--- config.mk ---
export PLATFORM = sky130hd
export DESIGN_NAME = vga_balayage
export DESIGN_NICKNAME = d
export VERILOG_FILES = /design/src/rtl/vga_balayage.sv
export SDC_FILE = /design/constraint.sdc
export NUM_CORES = 1
export LEC_CHECK = 0
export ABC_AREA = 1
export CAP_MARGIN = 40
export CORE_ASPECT_RATIO = 1.25
export CORE_MARGIN = 10
export CORE_UTILIZATION = 30
export DETAILED_ROUTE_END_ITERATION = 8
export GPL_TIMING_DRIVEN = 0
export PLACE_DENSITY = 0.62
export SYNTH_ARGS = -nofsm -noshare
export SYNTH_HDL_FRONTEND = slang
export SYNTH_SLANG_ARGS = --single-unit
--- constraint.sdc ---
create_clock -name clk -period 2.8 [get_ports clk]
set_input_delay 0.28 -clock clk [delete_from_list [all_inputs] [get_ports clk]]
set_output_delay 0.28 -clock clk [all_outputs]
set_load 0.02 [all_outputs]
--- src/rtl/vga_balayage.sv ---
// VGA raster stage: pixel scan counters, sync generation and a registered,
// blanked RGB output stage around an external colour decoder.
module vga_balayage #(
  parameter int   H_ACTIVE = 640,
  parameter int   H_FP     = 16,
  parameter int   H_SYNC   = 96,
  parameter int   H_BP     = 48,
  parameter int   V_ACTIVE = 480,
  parameter int   V_FP     = 10,
  parameter int   V_SYNC   = 2,
  parameter int   V_BP     = 33,
  parameter logic SYNC_POL = 1'b0
) (
  input  logic       clk,
  input  logic       rst_n,
  input  logic       pix_en,
  input  logic [2:0] rouge_in,
  input  logic [2:0] vert_in,
  input  logic [1:0] bleu_in,
  output logic [9:0] x,
  output logic [9:0] y,
  output logic       actif,
  output logic       hsync,
  output logic       vsync,
  output logic [2:0] rouge,
  output logic [2:0] vert,
  output logic [1:0] bleu,
  output logic       debut_trame
);

  localparam int H_TOTAL = H_ACTIVE + H_FP + H_SYNC + H_BP;
  localparam int V_TOTAL = V_ACTIVE + V_FP + V_SYNC + V_BP;

  // The 10-bit counters cannot represent a longer line or frame.
  generate
    if (H_TOTAL > 1024 || V_TOTAL > 1024) begin : g_bad_timing
      $error("vga_balayage: H_TOTAL and V_TOTAL must not exceed 1024");
    end
  endgenerate

  localparam logic [9:0] H_LAST   = 10'(H_TOTAL - 1);
  localparam logic [9:0] V_LAST   = 10'(V_TOTAL - 1);
  localparam logic [9:0] H_ACT    = 10'(H_ACTIVE);
  localparam logic [9:0] V_ACT    = 10'(V_ACTIVE);
  localparam logic [9:0] HS_BEG   = 10'(H_ACTIVE + H_FP);
  localparam logic [9:0] HS_END   = 10'(H_ACTIVE + H_FP + H_SYNC);
  localparam logic [9:0] VS_BEG   = 10'(V_ACTIVE + V_FP);
  localparam logic [9:0] VS_END   = 10'(V_ACTIVE + V_FP + V_SYNC);

  logic [9:0] hcnt_q, hcnt_d;
  logic [9:0] vcnt_q, vcnt_d;
  logic [2:0] rouge_q, rouge_d;
  logic [2:0] vert_q, vert_d;
  logic [1:0] bleu_q, bleu_d;
  logic       hsync_q, hsync_d;
  logic       vsync_q, vsync_d;
  logic       debut_q, debut_d;
  logic       h_wrap, v_wrap;
  logic       actif_w;

  // Visible-area flag straight from the registered counters.
  always_comb begin
    actif_w = (hcnt_q < H_ACT) && (vcnt_q < V_ACT);
  end

  // Next-state: counters advance and the output stage samples only on pix_en;
  // the frame-start pulse defaults low so it lasts a single clk.
  always_comb begin
    hcnt_d  = hcnt_q;
    vcnt_d  = vcnt_q;
    rouge_d = rouge_q;
    vert_d  = vert_q;
    bleu_d  = bleu_q;
    hsync_d = hsync_q;
    vsync_d = vsync_q;
    debut_d = 1'b0;
    h_wrap  = (hcnt_q == H_LAST);
    v_wrap  = (vcnt_q == V_LAST);
    if (pix_en) begin
      hcnt_d = h_wrap ? 10'd0 : hcnt_q + 10'd1;
      if (h_wrap) begin
        vcnt_d = v_wrap ? 10'd0 : vcnt_q + 10'd1;
      end
      rouge_d = actif_w ? rouge_in : 3'd0;
      vert_d  = actif_w ? vert_in  : 3'd0;
      bleu_d  = actif_w ? bleu_in  : 2'd0;
      hsync_d = ((hcnt_q >= HS_BEG) && (hcnt_q < HS_END)) ? SYNC_POL : ~SYNC_POL;
      vsync_d = ((vcnt_q >= VS_BEG) && (vcnt_q < VS_END)) ? SYNC_POL : ~SYNC_POL;
      debut_d = h_wrap && v_wrap;
    end
  end

  // State registers; reset overrides pix_en and any in-progress sync pulse.
  always_ff @(posedge clk) begin
    if (!rst_n) begin
      hcnt_q  <= 10'd0;
      vcnt_q  <= 10'd0;
      rouge_q <= 3'd0;
      vert_q  <= 3'd0;
      bleu_q  <= 2'd0;
      hsync_q <= ~SYNC_POL;
      vsync_q <= ~SYNC_POL;
      debut_q <= 1'b0;
    end else begin
      hcnt_q  <= hcnt_d;
      vcnt_q  <= vcnt_d;
      rouge_q <= rouge_d;
      vert_q  <= vert_d;
      bleu_q  <= bleu_d;
      hsync_q <= hsync_d;
      vsync_q <= vsync_d;
      debut_q <= debut_d;
    end
  end

  assign x           = hcnt_q;
  assign y           = vcnt_q;
  assign actif       = actif_w;
  assign hsync       = hsync_q;
  assign vsync       = vsync_q;
  assign rouge       = rouge_q;
  assign vert        = vert_q;
  assign bleu        = bleu_q;
  assign debut_trame = debut_q;

endmodule

==> flow_results.xml <==
<?xml version="1.0" encoding="UTF-8"?>
<metrics>
  <group name="synthesis">
    <metric name="combinational_family_with_the_most_area_after_synthesis" unit="">simple AND/OR/NAND/NOR gates</metric>
    <metric name="synth_compound_gate_area_share" unit="">0.129</metric>
    <metric name="synth-xor-area-share" unit="">0.0172</metric>
    <metric name="yosys-mux-area-fraction" unit="">0</metric>
    <metric name="mappedNetlistNets" unit="">237</metric>
    <metric name="synth.ff_latch_count" unit="">31</metric>
    <metric name="ys_async_sr_fraction" unit="">0</metric>
    <metric name="yosys-top-cells-area" unit="">sky130_fd_sc_hd__dfxtp_1, sky130_fd_sc_hd__nand2_1, sky130_fd_sc_hd__nor2_1</metric>
    <metric name="ys_types" unit="">24</metric>
    <metric name="avgSynthCellArea" unit="sq um">6.88</metric>
    <metric name="synth_enable_flop_cells" unit="">0</metric>
    <metric name="synth_top_cell_area_share" unit="">0.407</metric>
    <metric name="yosysWarningCount" unit="">0</metric>
    <metric name="netlist.top_cell.by_area" unit="">sky130_fd_sc_hd__dfxtp_1</metric>
    <metric name="post_synth_fa_ha_maj_area_fraction" unit="">0.0328</metric>
    <metric name="synth_area" unit="sq mm">0.00153</metric>
    <metric name="synth.top_cells.by_count" unit="">sky130_fd_sc_hd__nand2_1, sky130_fd_sc_hd__dfxtp_1, sky130_fd_sc_hd__nor2_1</metric>
    <metric name="synth-main-ff-cell" unit="">sky130_fd_sc_hd__dfxtp_1</metric>
    <metric name="synth_simple_gate_area_share" unit="">0.330</metric>
    <metric name="synth.most_common_cell" unit="">sky130_fd_sc_hd__nand2_1</metric>
    <metric name="seq_area_frac_synth" unit="">0.407</metric>
    <metric name="synthCells" unit="">222</metric>
  </group>
  <group name="clock_network">
    <metric name="cts_hold_buf" unit="">0</metric>
    <metric name="cts_sinks" unit="">31</metric>
    <metric name="post_cts_setup_driven_buffer_insertion_count" unit="">0</metric>
    <metric name="cts_tree" unit="">yes</metric>
    <metric name="htree_num_levels" unit="">2</metric>
    <metric name="post_cts_resize_count" unit="">0</metric>
    <metric name="cts_root_buffer" unit="">sky130_fd_sc_hd__clkbuf_8</metric>
    <metric name="cts.clk_slew.worst_paths" unit="ps">60</metric>
    <metric name="clock_buffer_count_from_cts" unit="">5</metric>
    <metric name="clock_path_buffers" unit="">2</metric>
    <metric name="clk-insertion-delay-late" unit="ps">280</metric>
  </group>
  <group name="pwr">
    <metric name="worst_ir_drop_vdd" unit="V">0.000289</metric>
    <metric name="netSwitchingFraction" unit="">0.232</metric>
    <metric name="power.switching" unit="mW">0.218</metric>
    <metric name="power_per_cell_area" unit="mW/mm^2">442</metric>
    <metric name="comb_power_share" unit="">0.093</metric>
    <metric name="pwr-share-clk" unit="">0.415</metric>
    <metric name="p_int" unit="mW">0.719</metric>
    <metric name="post-layout-total-power" unit="mW">0.937</metric>
    <metric name="power.sequential.fraction" unit="">0.492</metric>
    <metric name="leakage" unit="nW">0.835</metric>
  </group>
  <group name="timing">
    <metric name="period_share" unit="">0.829</metric>
    <metric name="hold_violations" unit="">0</metric>
    <metric name="setup_violations" unit="">0</metric>
    <metric name="tightest_slew" unit="ps">431</metric>
    <metric name="fmaxAchievable" unit="MHz">431</metric>
    <metric name="fin_crit" unit="ps">2320</metric>
    <metric name="finalSetupTns" unit="ps">0</metric>
    <metric name="maxSlewHeadroom" unit="">0.712</metric>
    <metric name="report.final.slew_viol_count" unit="">0</metric>
    <metric name="rsz_0062_raised_after_global_routing" unit="">false</metric>
    <metric name="worst_hold_margin" unit="ps">466</metric>
    <metric name="fin_worst_skew" unit="ps">4.10</metric>
  </group>
  <group name="cells_and_area">
    <metric name="post_route_cells_drive_above_1_share" unit="">0.0735</metric>
    <metric name="final.fill_count" unit="">522</metric>
    <metric name="antenna_cells_inserted" unit="">0</metric>
    <metric name="synthToLayoutAreaGrowth" unit="%">39.0</metric>
    <metric name="layout.nets" unit="">286</metric>
    <metric name="post-route-util" unit="">0.439</metric>
  </group>
  <group name="grt">
    <metric name="grt_usage" unit="">0.0981</metric>
    <metric name="grt_max_degree" unit="">11</metric>
    <metric name="wire_length_of_the_first_global_routing_pass" unit="mm">7.00</metric>
    <metric name="number_of_global_route_vias_before_repair" unit="">1566</metric>
    <metric name="grt_antenna_before_repair" unit="">0</metric>
    <metric name="grt_overflow" unit="">0</metric>
  </group>
  <group name="worst_setup_path">
    <metric name="worst_path_most_repeated_cell" unit="">sky130_fd_sc_hd__nand3_1</metric>
    <metric name="timing.rr.end" unit="">y[9]</metric>
    <metric name="cp-start-kind" unit="">register</metric>
    <metric name="crit_path_max_incr_delay" unit="ps">700</metric>
    <metric name="arrival_time_worst_endpoint" unit="ps">2040</metric>
    <metric name="setup.worst_path.class" unit="">reg -&gt; out</metric>
    <metric name="worstPathBufferInverterCount" unit="">2</metric>
    <metric name="rrSetupSlack" unit="ps">1260</metric>
    <metric name="worstPathRequired" unit="ps">2520</metric>
    <metric name="slowest_stage" unit="">sky130_fd_sc_hd__clkdlybuf4s50_1</metric>
    <metric name="cell_breakdown_of_the_critical_path" unit="">inv_1 -&gt; nand3_1 -&gt; nand3_1 -&gt; a21oi_2 -&gt; clkdlybuf4s50_1</metric>
    <metric name="critical_path.reg2reg.startpoint" unit="">x[1]</metric>
    <metric name="reg2regPathDepth" unit="">8</metric>
    <metric name="timing.critical_path.depth" unit="">5</metric>
    <metric name="cp_max_fo" unit="">9</metric>
    <metric name="critical_path.endpoint_type" unit="">output port</metric>
    <metric name="worst_path_dominant_cell_family" unit="">buffers and inverters</metric>
  </group>
  <group name="route">
    <metric name="routedWlPerCell" unit="um">12.3</metric>
    <metric name="first_iter_violations" unit="">68</metric>
    <metric name="ant_nets" unit="">0</metric>
    <metric name="firstDrtPassIters" unit="">4</metric>
    <metric name="detail_route.wirelength" unit="mm">4.07</metric>
    <metric name="via_per_inst" unit="">4.63</metric>
    <metric name="drc" unit="">0</metric>
    <metric name="number_of_vias_in_the_routed_layout" unit="">1536</metric>
  </group>
  <group name="floorplan">
    <metric name="die-area" unit="sq mm">0.00836</metric>
    <metric name="die_h" unit="um">99.8</metric>
    <metric name="num_rows" unit="">28</metric>
    <metric name="floorplan.die.width" unit="um">83.8</metric>
    <metric name="num_ports" unit="">43</metric>
    <metric name="core_area" unit="sq mm">0.00483</metric>
    <metric name="initial_core_util" unit="">0.316</metric>
  </group>
  <group name="place">
    <metric name="port_buffers" unit="">42</metric>
    <metric name="globalplace.congestion" unit="">0.871</metric>
    <metric name="place.detailed.hpwl" unit="mm">3.20</metric>
  </group>
  <group name="min_path">
    <metric name="worstHoldStart" unit="">vsync</metric>
    <metric name="hold-path-cell-count" unit="">2</metric>
    <metric name="whs_endpoint" unit="">vsync</metric>
    <metric name="hold_path_class" unit="">reg -&gt; reg</metric>
  </group>
  <group name="job">
    <metric name="max_cap_viol_count" unit="">0</metric>
  </group>
  <group name="outcome">
    <metric name="outcome" unit="">finished clean</metric>
  </group>
</metrics>
-- sequential cells by signal (all words and copies together), names as in the netlist --
name and flops:
bleu 2, debut_trame 1, hsync 1, rouge 3, vert 3, vsync 1
x 10, y 10
-- routing by layer --
| metal | global-route usage | share of wire | vias up | routed length, um |
|---|---|---|---|---|
| li1 | - | - | 811 | - |
| met1 | 0.101 | 0.43 | 681 | 1750 |
| met2 | 0.165 | 0.47 | 36 | 1920 |
| met3 | 0.0457 | 0.079 | 8 | 320 |
| met4 | 0.0477 | 0.021 | 0 | 87 |
| met5 | 0 | 0 | - | 0 |
-- through the flow --
| step | setup slack (ps) | cells | area [sq um] |
|---|---|---|---|
| 6_report | 479 | 332 | 2120 |
| 3_3_place_gp | 753 | 324 | 2020 |
| 4_1_cts | 448 | 332 | 2120 |
| 2_1_floorplan | 1320 | 222 | 1530 |
| 3_5_place_dp | 774 | 324 | 2020 |
| 5_1_grt | 295 | 332 | 2120 |
-- power groups by stage --
| stage | logic, mW | registers (mW) | clock network (mW) |
|---|---|---|---|
| 6_report | 0.0875 | 0.461 | 0.389 |
| 5_1_grt | 0.0962 | 0.463 | 0.415 |
| 4_1_cts | 0.0892 | 0.461 | 0.402 |
| 3_5_place_dp | 0.0889 | 0.470 | 0 |
| 3_3_place_gp | 0.0890 | 0.470 | 0 |
| 2_1_floorplan | 0.0264 | 0.484 | 0 |
-- worst max path at each step --
| stage | from | slack [ps] | end |
|---|---|---|---|
| after floorplan | x[1] | 1320 | y[7] |
| after global placement | x[8] | 750 | actif |
| after detailed placement | x[8] | 770 | actif |
| after CTS | x[8] | 450 | actif |
| after global routing | x[8] | 290 | actif |
| final | x[8] | 480 | actif |
-- cell families (layout without fill, tap and decap cells) --
family | Yosys count | count (layout)
AO/OA/AOI/OAI | 38 | 38
XOR/XNOR | 3 | 3
buffers and inverters | 32 | 82
flip-flops | 31 | 31
AND/OR/NAND/NOR | 114 | 114
adder cells (fa/ha/maj) | 4 | 4
-- worst register-to-register path, stage by stage (launching register included) --
cell,delay (ps)
sky130_fd_sc_hd__dfxtp_1,400
sky130_fd_sc_hd__ha_1,190
sky130_fd_sc_hd__nand2_1,100
sky130_fd_sc_hd__inv_2,70
sky130_fd_sc_hd__nand3_2,110
sky130_fd_sc_hd__nor2_8,150
sky130_fd_sc_hd__nand2_1,130
sky130_fd_sc_hd__nand2_1,200
sky130_fd_sc_hd__a21oi_1,70
-- cells in the final DEF, fill, tap and decap left out, drive strengths merged --
master,n
nand2,53
clkdlybuf4s50,42
nor2,34
dfxtp,31
inv,26
a21oi,23
nand3,17
o21ai,14
clkbuf,10
nand4,5
ha,4
xor2,3
nor3,3
nand3b,2
clkinv,2
buf,2
a211oi,1
-- layout make-up --
type / count / area [sq um] / area share
multi-input cells: 159 / 777 / 0.366
clock buffers: 8 / 100 / 0.0472
flip-flops and latches: 31 / 621 / 0.292
repair buffers: 42 / 420 / 0.198
well taps: 60 / 75.1 / 0.0354
inverters: 28 / 105 / 0.0495
plain buffers: 4 / 23.8 / 0.0112
Power figures use the tool's default switching activity.
